$ cat config.mk
export PLATFORM = sky130hd
export DESIGN_NAME = idex_stage_reg
export DESIGN_NICKNAME = d
export VERILOG_FILES = /design/src/rtl/idex_stage_reg_pkg.sv /design/src/rtl/idex_stage_reg_hazard_detect.sv /design/src/rtl/idex_stage_reg.sv
export SDC_FILE = /design/constraint.sdc
export NUM_CORES = 1
export LEC_CHECK = 0
export ABC_AREA = 1
export BUFFER_PORTS_ARGS = -buffer_cell sky130_fd_sc_hd__buf_4
export CORE_MARGIN = 2
export CORE_UTILIZATION = 48
export DETAILED_ROUTE_END_ITERATION = 16
export PLACE_DENSITY = 0.8
export SLEW_MARGIN = 40
export SYNTH_ARGS = -nofsm -noshare
export SYNTH_HDL_FRONTEND = slang
export SYNTH_SLANG_ARGS = --single-unit
$ cat constraint.sdc
create_clock -name clk_i -period 6.1 [get_ports clk_i]
set_input_delay 0.61 -clock clk_i [delete_from_list [all_inputs] [get_ports clk_i]]
set_output_delay 0.61 -clock clk_i [all_outputs]
set_load 0.03 [all_outputs]
$ cat src/rtl/idex_stage_reg_pkg.sv
// Shared pipeline definitions: control bundle layout, bubble value and
// the per-edge action chosen for the ID/EX register.
package idex_stage_reg_pkg;

    localparam int CTRL_W = 8;

    // Bit positions inside {regwrite,memtoreg,memread,memwrite,alusrc,regdst,aluop[1:0]}
    localparam int CTRL_REGWRITE = 7;
    localparam int CTRL_MEMTOREG = 6;
    localparam int CTRL_MEMREAD  = 5;
    localparam int CTRL_MEMWRITE = 4;
    localparam int CTRL_ALUSRC   = 3;
    localparam int CTRL_REGDST   = 2;
    localparam int CTRL_ALUOP_HI = 1;
    localparam int CTRL_ALUOP_LO = 0;

    // A bubble carries no side effects: no write-back, no memory access.
    localparam logic [CTRL_W-1:0] BUBBLE_CTRL = '0;

    // What the ID/EX register does on the coming clock edge.
    typedef enum logic [1:0] {
        ACT_LOAD   = 2'd0,
        ACT_HOLD   = 2'd1,
        ACT_FLUSH  = 2'd2,
        ACT_BUBBLE = 2'd3
    } stage_action_e;

endpackage

$ cat src/rtl/idex_stage_reg_hazard_detect.sv
// Combinational load-use detection and fetch-enable generation.
// Priority: dcache stall > branch flush > load-use hazard > normal advance.
module idex_stage_reg_hazard_detect
    import idex_stage_reg_pkg::*;
#(
    parameter int REG_W = 5
) (
    input  logic             i_rst,
    input  logic             i_idex_memread,
    input  logic             i_idex_valid,
    input  logic [REG_W-1:0] i_idex_rt,
    input  logic [REG_W-1:0] i_ifid_rs,
    input  logic [REG_W-1:0] i_ifid_rt,
    input  logic             i_ifid_valid,
    input  logic             i_mem_stall,
    input  logic             i_flush,
    output logic             o_hazard,
    output logic             o_pc_write,
    output logic             o_ifid_write,
    output stage_action_e    o_action
);

    logic w_rt_nonzero;
    logic w_rt_match;

    assign w_rt_nonzero = (i_idex_rt != '0);
    assign w_rt_match   = (i_idex_rt == i_ifid_rs) || (i_idex_rt == i_ifid_rt);

    // A load in EX whose destination feeds the instruction in ID must wait one cycle.
    assign o_hazard = i_idex_memread && i_idex_valid && w_rt_nonzero
                      && w_rt_match && i_ifid_valid;

    // Resolve the edge action and the upstream enables; reset keeps fetch enabled.
    always_comb begin
        o_action     = ACT_LOAD;
        o_pc_write   = 1'b1;
        o_ifid_write = 1'b1;
        if (i_rst) begin
            o_action     = ACT_HOLD;
            o_pc_write   = 1'b1;
            o_ifid_write = 1'b1;
        end else if (i_mem_stall) begin
            o_action     = ACT_HOLD;
            o_pc_write   = 1'b0;
            o_ifid_write = 1'b0;
        end else if (i_flush) begin
            o_action     = ACT_FLUSH;
            o_pc_write   = 1'b1;
            o_ifid_write = 1'b1;
        end else if (o_hazard) begin
            o_action     = ACT_BUBBLE;
            o_pc_write   = 1'b0;
            o_ifid_write = 1'b0;
        end
    end

endmodule

$ cat src/rtl/idex_stage_reg.sv
// ID/EX pipeline register with load-use bubble insertion, dcache-stall hold,
// branch flush and saturating stall/bubble performance counters.
module idex_stage_reg
    import idex_stage_reg_pkg::*;
#(
    parameter int DATA_W = 32,
    parameter int REG_W  = 5,
    parameter int CNT_W  = 16
) (
    input  logic              clk_i,
    input  logic              rst_i,
    input  logic [REG_W-1:0]  ifid_rs_i,
    input  logic [REG_W-1:0]  ifid_rt_i,
    input  logic [REG_W-1:0]  ifid_rd_i,
    input  logic [DATA_W-1:0] rs_data_i,
    input  logic [DATA_W-1:0] rt_data_i,
    input  logic [DATA_W-1:0] imm_i,
    input  logic [CTRL_W-1:0] ctrl_i,
    input  logic              valid_i,
    input  logic              mem_stall_i,
    input  logic              flush_i,
    output logic [REG_W-1:0]  idex_rs_o,
    output logic [REG_W-1:0]  idex_rt_o,
    output logic [REG_W-1:0]  idex_rd_o,
    output logic [DATA_W-1:0] idex_rs_data_o,
    output logic [DATA_W-1:0] idex_rt_data_o,
    output logic [DATA_W-1:0] idex_imm_o,
    output logic [CTRL_W-1:0] idex_ctrl_o,
    output logic              idex_valid_o,
    output logic              pc_write_o,
    output logic              ifid_write_o,
    output logic [CNT_W-1:0]  stall_cnt_o,
    output logic [CNT_W-1:0]  bubble_cnt_o
);

    localparam logic [CNT_W-1:0] CNT_ONE = {{(CNT_W-1){1'b0}}, 1'b1};
    localparam logic [CNT_W-1:0] CNT_MAX = '1;

    logic [REG_W-1:0]  r_rs;
    logic [REG_W-1:0]  r_rt;
    logic [REG_W-1:0]  r_rd;
    logic [DATA_W-1:0] r_rs_data;
    logic [DATA_W-1:0] r_rt_data;
    logic [DATA_W-1:0] r_imm;
    logic [CTRL_W-1:0] r_ctrl;
    logic              r_valid;
    logic [CNT_W-1:0]  r_stall_cnt;
    logic [CNT_W-1:0]  r_bubble_cnt;

    logic              w_hazard;
    logic              w_pc_write;
    logic              w_ifid_write;
    stage_action_e     w_action;

    idex_stage_reg_hazard_detect #(
        .REG_W (REG_W)
    ) u_hazard_detect (
        .i_rst          (rst_i),
        .i_idex_memread (r_ctrl[CTRL_MEMREAD]),
        .i_idex_valid   (r_valid),
        .i_idex_rt      (r_rt),
        .i_ifid_rs      (ifid_rs_i),
        .i_ifid_rt      (ifid_rt_i),
        .i_ifid_valid   (valid_i),
        .i_mem_stall    (mem_stall_i),
        .i_flush        (flush_i),
        .o_hazard       (w_hazard),
        .o_pc_write     (w_pc_write),
        .o_ifid_write   (w_ifid_write),
        .o_action       (w_action)
    );

    // Pipeline register: hold on dcache stall, squash to a bubble on flush or
    // load-use, otherwise capture the decoded instruction from ID.
    always_ff @(posedge clk_i or posedge rst_i) begin
        if (rst_i) begin
            r_rs      <= '0;
            r_rt      <= '0;
            r_rd      <= '0;
            r_rs_data <= '0;
            r_rt_data <= '0;
            r_imm     <= '0;
            r_ctrl    <= BUBBLE_CTRL;
            r_valid   <= 1'b0;
        end else begin
            case (w_action)
                ACT_HOLD: begin
                    r_rs      <= r_rs;
                    r_rt      <= r_rt;
                    r_rd      <= r_rd;
                    r_rs_data <= r_rs_data;
                    r_rt_data <= r_rt_data;
                    r_imm     <= r_imm;
                    r_ctrl    <= r_ctrl;
                    r_valid   <= r_valid;
                end
                ACT_FLUSH, ACT_BUBBLE: begin
                    r_rs      <= '0;
                    r_rt      <= '0;
                    r_rd      <= '0;
                    r_rs_data <= '0;
                    r_rt_data <= '0;
                    r_imm     <= '0;
                    r_ctrl    <= BUBBLE_CTRL;
                    r_valid   <= 1'b0;
                end
                default: begin
                    r_rs      <= ifid_rs_i;
                    r_rt      <= ifid_rt_i;
                    r_rd      <= ifid_rd_i;
                    r_rs_data <= rs_data_i;
                    r_rt_data <= rt_data_i;
                    r_imm     <= imm_i;
                    r_ctrl    <= ctrl_i;
                    r_valid   <= valid_i;
                end
            endcase
        end
    end

    // Stall counter: counts load-use bubbles only, sticks at all-ones.
    always_ff @(posedge clk_i or posedge rst_i) begin
        if (rst_i) begin
            r_stall_cnt <= '0;
        end else if ((w_action == ACT_BUBBLE) && (r_stall_cnt != CNT_MAX)) begin
            r_stall_cnt <= r_stall_cnt + CNT_ONE;
        end
    end

    // Bubble counter: counts every inserted bubble, hazard or flush, sticks at all-ones.
    always_ff @(posedge clk_i or posedge rst_i) begin
        if (rst_i) begin
            r_bubble_cnt <= '0;
        end else if (((w_action == ACT_BUBBLE) || (w_action == ACT_FLUSH))
                     && (r_bubble_cnt != CNT_MAX)) begin
            r_bubble_cnt <= r_bubble_cnt + CNT_ONE;
        end
    end

    assign idex_rs_o      = r_rs;
    assign idex_rt_o      = r_rt;
    assign idex_rd_o      = r_rd;
    assign idex_rs_data_o = r_rs_data;
    assign idex_rt_data_o = r_rt_data;
    assign idex_imm_o     = r_imm;
    assign idex_ctrl_o    = r_ctrl;
    assign idex_valid_o   = r_valid;
    assign pc_write_o     = w_pc_write;
    assign ifid_write_o   = w_ifid_write;
    assign stall_cnt_o    = r_stall_cnt;
    assign bubble_cnt_o   = r_bubble_cnt;

    // The hazard flag is folded into w_action; keep it visible for debug.
    logic w_unused_hazard;
    assign w_unused_hazard = w_hazard;

endmodule

==> metrics.md <==
| Metric | Value |
|---|---|
| Warnings from Yosys | 0 |
| Antenna violations before repair | 0 |
| Number of distinct library cell variants in the gate-level netlist after synthesis | 27 |
| Grt total ovfl | 0 |
| Buffer levels on the longest clock path | 2 |
| Xor/xnor share of the synthesized area | under 10% |
| Final setup vio count | 0 |
| Combinational family with the most area after synthesis | simple AND/OR/NAND/NOR gates |
| Crit path depth | 10 |
| Cell with the most instances after synthesis | sky130_fd_sc_hd__nand2_1 |
| Post-Synth Adder-Cell Area | less than 1% |
| Multiplexer share of the synthesized area | 0% |
| Starting utilization of the core area | between 40% and 50% |
| Clock skew | approximately 0.0070 ns |
| Number of hold-repair buffers added at the cts stage | 0 |
| Antenna cell count | 0 |
| Synth Net Count | ~930 |
| Headroom to the max-slew limit | ~50% |
| Max-slew violation count | 0 |
| Min Tclk post-route | ~2.9 ns |
| Static leakage | 5.33 nW |
| Compound-Gate Fraction of Synth Area | 9.56% |
| Worst r2r src | stall_cnt_o[0]$_DFFE_PP0P_ |
| Pin count of the biggest net entering global routing | 116 |
| Placement row count | between 40 and 50 |
| Post-synth top cells | sky130_fd_sc_hd__nand2_1 (225), sky130_fd_sc_hd__dfrtp_1 (152), sky130_fd_sc_hd__inv_1 (140) |
| Data required time at the worst endpoint | 5.49 ns |
| Post-CTS resize count | 0 |
| Buffer cell driving the clock tree root | sky130_fd_sc_hd__clkbuf_16 |
| Proportion of synthesized chip area in sequential cells | approximately 56% |
| Share of synthesized registers carrying an async set or reset | 100% |
| Most area-consuming cells after synthesis | sky130_fd_sc_hd__dfrtp_1 (56%), sky130_fd_sc_hd__nand2_1 (13%), sky130_fd_sc_hd__o21ai_0 (9.0%), sky130_fd_sc_hd__inv_1 (7.8%), sky130_fd_sc_hd__nand3_1 (2.4%) |
| Die width | 123 µm |
| Depth of the worst register-to-register path | 9 |
| Total DRC errors in the routed layout | 0 |
| Net count of the finished layout | roughly 1.2k |
| Crit Path Category | register to output port |
| Critical-path cell list | inv_2 -> nand2_1 -> nand2_1 -> nor2_1 -> nand3_1 -> nand2_1 -> nand3_1 -> nand2_1 -> nand2_1 -> buf_4 |
| Area of the mapped netlist | a little under 7000 µm² |
| Vertical die dimension | ~120 µm |
| Vias in the first global route | between 6k and 7k |
| Endpoint of the most critical register-to-register path | stall_cnt_o[9]$_DFFE_PP0P_ |
| Unrepaired setup endpoints after global routing | no |
| Simple-gate portion of the synthesized area | approximately a fifth |
| Worst min path class | input port to async pin |
| Post-Syn Instances | approximately 800 |
| Fin worst setup slack | 3.24 ns |
| I/O pin cnt | 278 |
| Post-Syn Area per Cell | 8.41 µm² |
| Via count | 6204 |
| Cts bufs inserted | 17 |
| Number of hold-slack violations in the final timing report | 0 |
| Antenna-violating nets left | 0 |
| Final wirelength | 18500 µm |
| Share of the synthesized area in the top cell type | a little under three fifths |
| Cell type with the highest occurrence count on the critical path | sky130_fd_sc_hd__nand2_1 |
| FF+latch count, synth | 152 |
| Clock latency on the worst-skew pair | about 0.42 ns |
| Pre-CTS WS | roughly 3.0 ns |
| Final estimated routing congestion in global placement | between 0.8 and 0.9 |
| Routed vias/inst | 4.91 |
| CP Capture Type | output port |
| Data arrival time of the worst path | roughly 2.3 ns |
| Critical-path maximum fanout | 17 |
| Post-CTS setup-driven buffer insertion count | 0 |
| Peak per-stage delay on the critical path | approximately 0.48 ns |
| Bufs and invs on worst path | 2 |
| Total core area | between 10000 and 15000 µm² |
| Transition at the pin with the smallest max-transition slack | approximately 0.75 ns |
| Total die area | roughly 15000 µm² |
| Commonest register cell after synthesis | sky130_fd_sc_hd__dfrtp_1 |
| Max Fclk | approximately 0.35 GHz |
| Final HPWL DP | 13100 µm |
| Run status | finished, final reports clean |
| Ratio of cells with drive above 1 in the final layout | 30.1% |
| Detailed-route wire length per cell | about 15 µm |
| Number of max-cap violations | 0 |
| Clock Sink Count | 152 |
| Clock transition at the registers of the reported paths | about 0.060 ns |
| Critical Path Start | idex_rt_o[4]$_DFFE_PP0P_ |
| Cell family with most CP delay | simple AND/OR/NAND/NOR gates |
| Area growth, synth to finish | 42.0% |
| Type of origin of the critical path | register |
| Max H-tree Level | 4 |
| Setup Total Neg Slack | 0 ns |
| Worst ir drop on vdd | ~0.21 mV |
| IO buf count | ~280 |
| TritonCTS clock tree | yes |
| Number of iterations in the first detailed-routing pass | 5 |
| Global-route wire length before repair | 29900 µm |
| Share of the clock period used by the worst path | a little under half |
| Number of enable-type register cells in the synthesized netlist | 0 |
| Crit path max-delay cell type | sky130_fd_sc_hd__nand2_1 |
| Leading area contributor after synthesis | sky130_fd_sc_hd__dfrtp_1 |
| Setup slack, reg-to-reg | 3.63 ns |
| Total routing resource utilization after global routing | 25.6% |
| Pwr dens | around 300 nW/µm² |
| First DRT Iteration DRCs | between 300 and 400 |
==> report_power, final <==
part,switching [mW],internal [mW]
Combinational,0.391,0.245
Sequential,0.0865,1.11
Clock,0.408,0.611
==> flip-flops by register name, summed over array words and instances (netlist names) <==
signal and flops:
bubble_cnt_o 16, idex_ctrl_o 8, idex_imm_o 32, idex_rd_o 5
idex_rs_data_o 32, idex_rs_o 5, idex_rt_data_o 32, idex_rt_o 5
idex_valid_o 1, stall_cnt_o 16
==> logic make-up (layout without fill, tap and decap cells) <==
kind of cell	after synthesis	after routing
AO/OA/AOI/OAI	126	126
XOR/XNOR	28	28
adder cells (fa/ha/maj)	2	2
buffers and inverters	177	457
flip-flops	152	152
AND/OR/NAND/NOR	318	318
==> per-layer routing <==
layer / vias to the layer above / track usage (%) / routed length (µm)
met5: - / 0 / 0
met4: 0 / 10.1 / 503
met3: 37 / 7.16 / 1350
met2: 238 / 42.3 / 9230
met1: 2909 / 31.8 / 7430
li1: 3020 / - / -
==> metrics by stage <==
stage	utilization, %	power (mW)	hold slack [ns]	cells	instance area (µm²)
global route	69.3	2.98	0.350	1263	9580
floorplan	-	1.55	0.476	803	6750
global placement	64.6	1.83	0.466	1229	8930
finish	69.3	2.85	0.307	1263	9580
CTS	69.1	2.87	0.334	1262	9550
detailed placement	65.0	1.85	0.474	1231	8980
==> worst register-to-register path, stage by stage, from the launching register on <==
cell,delay [ns]
sky130_fd_sc_hd__dfrtp_1,0.45
sky130_fd_sc_hd__ha_1,0.23
sky130_fd_sc_hd__nand3_1,0.14
sky130_fd_sc_hd__nor2_1,0.26
sky130_fd_sc_hd__nand2_1,0.14
sky130_fd_sc_hd__nor2_1,0.10
sky130_fd_sc_hd__nand3_1,0.44
sky130_fd_sc_hd__nand3_2,0.47
sky130_fd_sc_hd__nand2_1,0.10
sky130_fd_sc_hd__nand2_1,0.08
==> layout by cell type, fill, tap and decap left out, drive strengths merged, types with 12 or more instances in the layout <==
cell and count:
buf 282, nand2 228, dfrtp 152, inv 144
o21ai 122, nand3 34, nor2 26, nand4 21
clkbuf 20, xor2 16, xnor2 12
==> worst max path at each step <==
stage / endpoint
after global placement: stall_cnt_o[7]$_DFFE_PP0P_
after CTS: ifid_write_o
after global routing: pc_write_o
after detailed placement: stall_cnt_o[5]$_DFFE_PP0P_
after floorplan: pc_write_o
final: ifid_write_o
==> final cells by class <==
cell class | count | area, µm²
clock buffers | 20 | 447
clock inverters | 11 | 125
fillers | 1138 | 4240
inverters | 144 | 547
multi-input cells | 474 | 2270
flip-flops and latches | 152 | 3800
well taps | 180 | 225
repair buffers | 282 | 2170
Power figures use the tool's default switching activity.
